[src/rtl/wt_mem_arbiter.sv]
// Merges the write-through I$/D$ request channels into one registered request stream and
// routes memory returns back by source. Optional WT_MEM_ARB_PERF_EN adds conflict/stall counters.

package wt_cache_pkg;
   typedef struct packed {
      logic [31:0] paddr;
      logic        nc;
      logic [1:0]  way;
   } icache_req_t;

   typedef struct packed {
      logic [31:0] paddr;
      logic [63:0] data;
      logic [2:0]  size;
      logic [3:0]  rtype;
      logic        nc;
   } dcache_req_t;
endpackage

module wt_mem_arbiter
   import wt_cache_pkg::*;
#(
   parameter int unsigned MaxOutstanding = 4
) (
   input  logic        clk_i,
   input  logic        rst_i,
   input  logic        icache_data_req_i,
   output logic        icache_data_ack_o,
   input  icache_req_t icache_data_i,
   input  logic        dcache_data_req_i,
   output logic        dcache_data_ack_o,
   input  dcache_req_t dcache_data_i,
   output logic        mem_req_valid_o,
   input  logic        mem_req_ready_i,
   output logic        mem_req_src_o,
   output icache_req_t mem_req_ic_o,
   output dcache_req_t mem_req_dc_o,
   input  logic        mem_rtrn_vld_i,
   input  logic        mem_rtrn_src_i,
   output logic        icache_rtrn_vld_o,
   output logic        dcache_rtrn_vld_o,
   output logic        idle_o,
   output logic        err_o
`ifdef WT_MEM_ARB_PERF_EN
   ,
   output logic [31:0] conflict_cnt_o,
   output logic [31:0] stall_cnt_o
`endif
);

   localparam int unsigned CntW = $clog2(MaxOutstanding + 1);
   localparam logic [CntW-1:0] CntMax = CntW'(MaxOutstanding);

   logic            valid_q, valid_d;
   logic            src_q, src_d;
   logic            last_q, last_d;  // 1: D$ was granted last
   icache_req_t     ic_q, ic_d;
   dcache_req_t     dc_q, dc_d;
   logic [CntW-1:0] cnt_ic_q, cnt_ic_d;
   logic [CntW-1:0] cnt_dc_q, cnt_dc_d;
   logic            err_q, err_d;
   logic            idle_q, idle_d;

   logic entry_free, elig_ic, elig_dc, gnt_ic, gnt_dc, gnt_any;
   logic ret_ic, ret_dc, uf_ic, uf_dc;

   function automatic logic [CntW-1:0] next_cnt(input logic [CntW-1:0] cnt,
                                                 input logic gnt, input logic ret);
      logic [CntW-1:0] res;
      res = cnt;
      if (gnt && !ret) begin
         res = cnt + 1'b1;
      end else if (ret && !gnt && cnt != '0) begin
         res = cnt - 1'b1;
      end
      return res;
   endfunction

   always_comb begin
      entry_free = ~valid_q | mem_req_ready_i;
      elig_ic    = icache_data_req_i & (cnt_ic_q < CntMax);
      elig_dc    = dcache_data_req_i & (cnt_dc_q < CntMax);
      gnt_ic     = 1'b0;
      gnt_dc     = 1'b0;
      if (entry_free) begin
         if (elig_ic && elig_dc) begin
            gnt_ic = last_q;
            gnt_dc = ~last_q;
         end else begin
            gnt_ic = elig_ic;
            gnt_dc = elig_dc;
         end
      end
      gnt_any = gnt_ic | gnt_dc;

      ret_ic = mem_rtrn_vld_i & ~mem_rtrn_src_i;
      ret_dc = mem_rtrn_vld_i & mem_rtrn_src_i;
      uf_ic  = ret_ic & ~gnt_ic & (cnt_ic_q == '0);
      uf_dc  = ret_dc & ~gnt_dc & (cnt_dc_q == '0);

      valid_d  = gnt_any | (valid_q & ~mem_req_ready_i);
      src_d    = gnt_dc ? 1'b1 : (gnt_ic ? 1'b0 : src_q);
      last_d   = gnt_dc ? 1'b1 : (gnt_ic ? 1'b0 : last_q);
      ic_d     = gnt_ic ? icache_data_i : ic_q;
      dc_d     = gnt_dc ? dcache_data_i : dc_q;
      cnt_ic_d = next_cnt(cnt_ic_q, gnt_ic, ret_ic);
      cnt_dc_d = next_cnt(cnt_dc_q, gnt_dc, ret_dc);
      err_d    = err_q | uf_ic | uf_dc;
      idle_d   = ~valid_d & (cnt_ic_d == '0) & (cnt_dc_d == '0);
   end

   always_ff @(posedge clk_i) begin
      if (rst_i) begin
         valid_q  <= 1'b0;
         src_q    <= 1'b0;
         last_q   <= 1'b1;
         ic_q     <= '0;
         dc_q     <= '0;
         cnt_ic_q <= '0;
         cnt_dc_q <= '0;
         err_q    <= 1'b0;
         idle_q   <= 1'b1;
      end else begin
         valid_q  <= valid_d;
         src_q    <= src_d;
         last_q   <= last_d;
         ic_q     <= ic_d;
         dc_q     <= dc_d;
         cnt_ic_q <= cnt_ic_d;
         cnt_dc_q <= cnt_dc_d;
         err_q    <= err_d;
         idle_q   <= idle_d;
      end
   end

   assign icache_data_ack_o = gnt_ic;
   assign dcache_data_ack_o = gnt_dc;
   assign mem_req_valid_o   = valid_q;
   assign mem_req_src_o     = src_q;
   assign mem_req_ic_o      = ic_q;
   assign mem_req_dc_o      = dc_q;
   assign icache_rtrn_vld_o = ret_ic;
   assign dcache_rtrn_vld_o = ret_dc;
   assign idle_o            = idle_q;
   assign err_o             = err_q;

`ifdef WT_MEM_ARB_PERF_EN
   logic [31:0] conflict_q, stall_q;

   always_ff @(posedge clk_i) begin
      if (rst_i) begin
         conflict_q <= '0;
         stall_q    <= '0;
      end else begin
         if (elig_ic && elig_dc && gnt_any) begin
            conflict_q <= conflict_q + 32'd1;
         end
         if ((icache_data_req_i || dcache_data_req_i) && !gnt_any) begin
            stall_q <= stall_q + 32'd1;
         end
      end
   end

   assign conflict_cnt_o = conflict_q;
   assign stall_cnt_o    = stall_q;
`endif

endmodule

[config.mk]
export PLATFORM = sky130hd
export DESIGN_NAME = wt_mem_arbiter
export DESIGN_NICKNAME = d
export VERILOG_FILES = /design/src/rtl/wt_mem_arbiter.sv
export SDC_FILE = /design/constraint.sdc
export NUM_CORES = 1
export LEC_CHECK = 0
export ABC_CLOCK_PERIOD_IN_PS = 1800
export CAP_MARGIN = 20
export CORE_ASPECT_RATIO = 0.5
export CORE_UTILIZATION = 30
export CTS_CLUSTER_DIAMETER = 30
export DETAILED_ROUTE_END_ITERATION = 8
export HOLD_SLACK_MARGIN = 0.1
export PLACE_DENSITY_LB_ADDON = 0.12
export RECOVER_POWER = 50
export SETUP_SLACK_MARGIN = 0.1
export SLEW_MARGIN = 30
export SYNTH_ARGS = -nofsm -noshare
export SYNTH_HDL_FRONTEND = slang
export SYNTH_SLANG_ARGS = --single-unit
[constraint.sdc]
create_clock -name clk_i -period 1.8 [get_ports clk_i]
set_input_delay 0.36 -clock clk_i [delete_from_list [all_inputs] [get_ports clk_i]]
set_output_delay 0.36 -clock clk_i [all_outputs]
set_load 0.02 [all_outputs]
; ---- Word level (Yosys, flattened, before mapping)
; Cells that the tools add are included.
; Widths: inputs -> output; s select.
[totals]
input_bits = 146
ff_bits = 150
[classes]
bitwise_logic = 23
n_reduce_logical = 19
mux = 10
addsub = 4
order_cmp = 2
[op_table]
columns = operator, n
row1 = $logic_not 3->1, 4
row2 = $mux 3, 4
row3 = $and 1x1->1, 11
row4 = $logic_and 1x1->1, 7
row5 = $not 1->1, 7
row6 = $add 3x1->3 const B, 2
row7 = $lt 3x3->1 const B, 2
row8 = $mux 1, 6
row9 = $reduce_bool 3->1, 2
row10 = $sub 3x1->3 const B, 2
row11 = $or 1x1->1, 5
row12 = $logic_not 1->1, 4
row13 = $reduce_bool 2->1, 1
row14 = $reduce_or 2->1, 1

; ---- Depth between registers and ports, before layout
[logic_depth]
depth_word = 13
mapped_depth = 8
ltp_nobuf = 8

; ---- Worst setup path after synthesis
; OpenSTA, ideal clock, no wires.
[synth_timing]
kind = flip-flop to output port
start = register valid_q (netlist: mem_req_valid_o)
end = output icache_data_ack_o
stages_incl_launch_ff = 6
path_slack_ns = -0.058
n_path_buf = 2
arrival_time_ns = 1.498
cell_sequence = dfxtp_1 nor2b_1 or3_1 buf_2 inv_1 clkbuf_1
[synth_between]
elab_chain_len = 3
[synth_lines]
columns = element, line
row1 = from (decl), 54  ; logic valid_q, valid_d;
row2 = from (signal assigned), 124  ; valid_q <= valid_d;
row3 = $not 1->1, 80  ; entry_free = ~valid_q | mem_req_ready_i;
row4 = $or 1x1->1, 80
row5 = $mux 1, 85  ; if (entry_free) begin
row6 = to (decl), 28  ; output logic icache_data_ack_o,
; No other way between the ends.

; ---- Worst setup path after layout
[layout_timing]
start = register cnt_ic_q[2]
end = register idle_q (netlist: idle_o)
[layout_between]
elab_chain_len = 13
[layout_lines]
columns = element, line
row1 = from (decl), 59  ; logic [CntW-1:0] cnt_ic_q, cnt_ic_d;
row2 = from (signal assigned), 129  ; cnt_ic_q <= cnt_ic_d;
row3 = $lt 3x3->1, 81  ; elig_ic = icache_data_req_i & (cnt_ic_q < CntMax);
row4 = $and 1x1->1, 81
row5 = $logic_and 1x1->1, 86  ; if (elig_ic && elig_dc) begin
row6 = $mux 1, 86
row7 = $mux 1, 85
row8 = $logic_not 1->1, 73  ; end else if (ret && !gnt && cnt != '0) begin
row9 = $logic_and 1x1->1 (2 in a row), 73
row10 = $mux 3, 73
row11 = $mux 3, 71  ; if (gnt && !ret) begin
row12 = $logic_not 3->1, 109  ; idle_d = ~valid_d & (cnt_ic_d == '0) & (cnt_dc_d == '0);
row13 = $and 1x1->1, 109
row14 = $and 1x1->1 (*), 109
row15 = to (signal assigned), 132  ; idle_q <= idle_d;
row16 = to (decl), 62  ; logic idle_q, idle_d;
; Every way passes the cells marked *; elsewhere a longest branch is shown, timed or not.
; A chain may end at the register's enable or synchronous reset.

==> parameters.txt <==
Parameter                              Value

Run status
  Run status ... finished with violations
  Violated checks ... DRC, setup timing

GRT
  Fraction of met2 tracks used by global routing ... about a third
  Fraction of met3 tracks used by global routing ... 7.33%
  Gr ovfl total ... 0
  Most crowded layer after global routing ... met2
  First-pass GRT wire length ... 27700 um
  Met1 usage in global routing ... 22.7%
  GRT Util Overall ... 19.0%
  Largest net degree at the start of global routing ... 116
  Antenna violations before repair ... 2
  Via count of the first global-routing pass ... 5328

Power
  Peak VDD IR ... 0.770 mV
  Reported leakage power ... between 4 and 5 nW
  Overall power of the completed layout ... 11.1 mW
  Cell Pwr Density ... 1150 mW/mm^2

Floorplanning
  X dimension of the die ... approximately 190 um
  Initial core utilization ... 31.0%
  Num rows ... 34
  Die Ht ... around 100 um
  Number of top-level design ports ... 293
  Core region area ... 0.0176 mm^2
  Die area ... 0.0188 mm^2

STA
  Final hold slack ... approximately 0.44 ns
  Final period demand of the worst path ... roughly 1.9 ns
  Achievable frequency ... between 0.5 and 0.6 GHz
  Fin crit share ... 104%
  Slew HR ... around 60%
  Setup violations, final ... 4
  Clock Skews ... 0.00804 ns
  Max-slew violation count ... 0
  Least-Margin Pin Slew ... 0.604 ns
  Setup repair after global routing missed its margin ... yes
  Post-layout worst setup margin ... -0.0776 ns
  Hold Fails Final Rpt ... 0

Setup path
  Top Family by Delay on Critical Path ... simple AND/OR/NAND/NOR gates
  Cells along the critical path ... nand2b_4 -> or3_4 -> buf_4 -> or4_1 -> o311ai_2 -> a31o_1
  Max incr delay on CP ... about 0.50 ns
  CP max-delay cell ... sky130_fd_sc_hd__or4_1
  Data required time of the critical path ... 2.16 ns
  Startpoint type of the worst setup path ... flop
  Buffering stage count on the worst path with inverters included ... 1
  Endpoint class of the critical path ... flop
  Data arrival time of the critical path ... 2.24 ns
  Highest fanout seen on the critical path ... 10
  Type of the setup path with the least slack ... reg2reg

Clocking
  Buffer type at the clock tree root ... sky130_fd_sc_hd__clkbuf_16
  Maximum level of the CTS H-tree ... 4
  Clock Latency Late Sink ... between 0.4 and 0.5 ns
  Register clock-pin slew on the reported worst setup and hold paths ... around 0.06 ns
  Hold-fix buffer count after cts ... 0
  CTS tree ... yes
  Bufs on Longest Clock Path ... 2
  Number of buffers created by CTS ... 17
  Clock sink count ... 150

Placement
  IO buf count ... about 290
  Minimum setup slack after placement ... -0.772 ns
  Hpwl dp ... 11800 um
  Final GP Congestion ... 0.748

Yosys
  Mapped cell area ... approximately 0.0055 mm^2
  Main area contributors after synthesis ... sky130_fd_sc_hd__dfxtp_1 (55%), sky130_fd_sc_hd__nand2_1 (20%), sky130_fd_sc_hd__a21oi_1 (13%)
  Post-synth top area share ... 55.0%
  Post-synthesis sequential element count ... 150
  Synth Area per Inst ... 7.88 um^2
  Largest area contributor in the netlist ... sky130_fd_sc_hd__dfxtp_1
  Net count after synthesis ... 845
  Sequential fraction of the synthesis area ... 55.0%
  Number of warnings printed during yosys synthesis ... 0
  Count of distinct cell types in the synthesized netlist ... 34
  Cells after synthesis ... between 600 and 700

Route
  Final wirelength ... between 15000 and 20000 um
  Post-DRT Antenna Nets ... 0
  Number of design rule violations left after detail routing ... 30
  Via/cell ratio ... 4.54
  Wirelength per Cell ... about 15 um
  First-pass iteration count of the detailed router ... 8
  Number of vias after detailed routing ... between 5000 and 6000
  Iteration-0 DRC Markers ... 294

Cells and area
  Fraction of the core area covered by cells at the end of the flow ... 54.8%
  Share of cells above drive strength 1 ... 10.8%
  Final net count ... 1154
  Area growth from synthesis to layout ... 76.5%
  Most common library cell in the layout ignoring fill and taps ... sky130_fd_sc_hd__nand2_1
  Commonest cells after routing, fill and taps aside ... sky130_fd_sc_hd__nand2_1 (285), sky130_fd_sc_hd__dlygate4sd2_1 (149), sky130_fd_sc_hd__dfxtp_1 (146), sky130_fd_sc_hd__a21oi_1 (142), sky130_fd_sc_hd__clkdlybuf4s50_1 (139)
  Final antenna diode count ... 0

Flow run
  Number of maximum-capacitance violations ... 0

Worst hold path
  Hold crit path type ... in2reg
==> sequential cells by signal, indices dropped and copies added (netlist names) <==
name	count
mem_req_valid_o	1
mem_req_src_o	1
mem_req_dc_o	104
cnt_ic_q	3
idle_o	1
last_q	1
err_o	1
mem_req_ic_o	35
cnt_dc_q	3
==> Yosys cell counts <==
cell / count
sky130_fd_sc_hd__a2111oi_0: 1
sky130_fd_sc_hd__a211o_1: 1
sky130_fd_sc_hd__a21oi_1: 144
sky130_fd_sc_hd__a221oi_1: 2
sky130_fd_sc_hd__a311oi_1: 2
sky130_fd_sc_hd__a31o_1: 1
sky130_fd_sc_hd__a31o_2: 1
sky130_fd_sc_hd__a31oi_1: 2
sky130_fd_sc_hd__and3b_1: 1
sky130_fd_sc_hd__buf_1: 6
sky130_fd_sc_hd__buf_2: 17
sky130_fd_sc_hd__clkbuf_1: 27
sky130_fd_sc_hd__dfxtp_1: 150
sky130_fd_sc_hd__ha_1: 6
sky130_fd_sc_hd__inv_1: 10
sky130_fd_sc_hd__inv_2: 1
sky130_fd_sc_hd__mux2_4: 1
sky130_fd_sc_hd__mux2i_1: 3
sky130_fd_sc_hd__nand2_1: 285
sky130_fd_sc_hd__nand2b_1: 4
sky130_fd_sc_hd__nand2b_4: 1
sky130_fd_sc_hd__nand3_1: 3
sky130_fd_sc_hd__nand4_1: 1
sky130_fd_sc_hd__nor2_1: 2
sky130_fd_sc_hd__nor2b_1: 3
sky130_fd_sc_hd__nor3_1: 1
sky130_fd_sc_hd__nor3b_1: 3
sky130_fd_sc_hd__o211ai_1: 3
sky130_fd_sc_hd__o21ai_0: 5
sky130_fd_sc_hd__o311ai_0: 1
sky130_fd_sc_hd__o311ai_1: 1
sky130_fd_sc_hd__or3_1: 2
sky130_fd_sc_hd__or4_1: 1
sky130_fd_sc_hd__xnor2_1: 1
==> cells by family (layout without fill, tap and decap cells) <==
family,Yosys count,count (layout),share of synthesized area [%]
AOI/OAI and AO/OA,164,164,15.9
xor gates and xnor gates,1,1,0.160
buffers and inverters,61,382,4.58
DFF,150,150,55.0
and+or+nand+nor,307,307,22.2
muxes,4,4,0.824
adders and majority gates,6,6,1.37
==> metrics by stage <==
| step | std cells | cell area [um^2] | setup TNS (ns) |
|---|---|---|---|
| CTS | 1242 | 9490 | -0.254 |
| detailed placement | 1203 | 8790 | -66.08 |
| floorplan | 693 | 5490 | 0 |
| global placement | 1203 | 8790 | -62.08 |
| global route | 1248 | 9640 | -0.628 |
| finish | 1248 | 9640 | -0.205 |
==> report_power, final <==
part,internal (mW),total [mW],switching [mW]
Combinational,1.51,3.22,1.71
Clock,2.64,4.03,1.40
Sequential,3.69,3.86,0.165
Total,7.84,11.1,3.27
==> routing by layer <==
layer / share of wire (%) / wire length [um] / up-vias
met3: 8.7 / 1610 / 21
met5: 0.15 / 27 / -
li1: - / - / 2875
met1: 43 / 8060 / 2607
met2: 47 / 8650 / 163
met4: 1.0 / 191 / 4
==> final timing paths <==
check / slack (ns) / startpoint / to / cells after the start
setup / recovery: -0.08 / cnt_ic_q[2] / idle_o / 6
hold / removal: 0.44 / rst_i / cnt_dc_q[0] / 3
setup reg to reg: -0.08 / cnt_ic_q[2] / idle_o / 6
hold reg to reg: 0.45 / mem_req_dc_o[61] / mem_req_dc_o[61] / 2
==> worst min-delay path, delay by kind of cell <==
family	cells	cell delay (ns)
buffers and inverters	2	0.33
and+or+nand+nor	1	0.13
==> cell type report <==
class | count | area (um^2)
clock buffers | 23 | 498
clock inverters | 8 | 168
fillers | 1712 | 7970
inverters | 11 | 51.3
multi-input cells | 482 | 2320
flip-flops and latches | 150 | 3010
well taps | 234 | 293
repair buffers | 340 | 3310
==> repair_timing <==
| action | in CTS | in global routing |
|---|---|---|
| setup buffers | 6 | 4 |
| pin swaps | 3 | 3 |
| resized for setup | 190 | 17 |
| endpoints found under the setup margin | 242 | 141 |
| gates cloned | 2 | 2 |
Note: power is estimated with default switching activity, not from simulation.
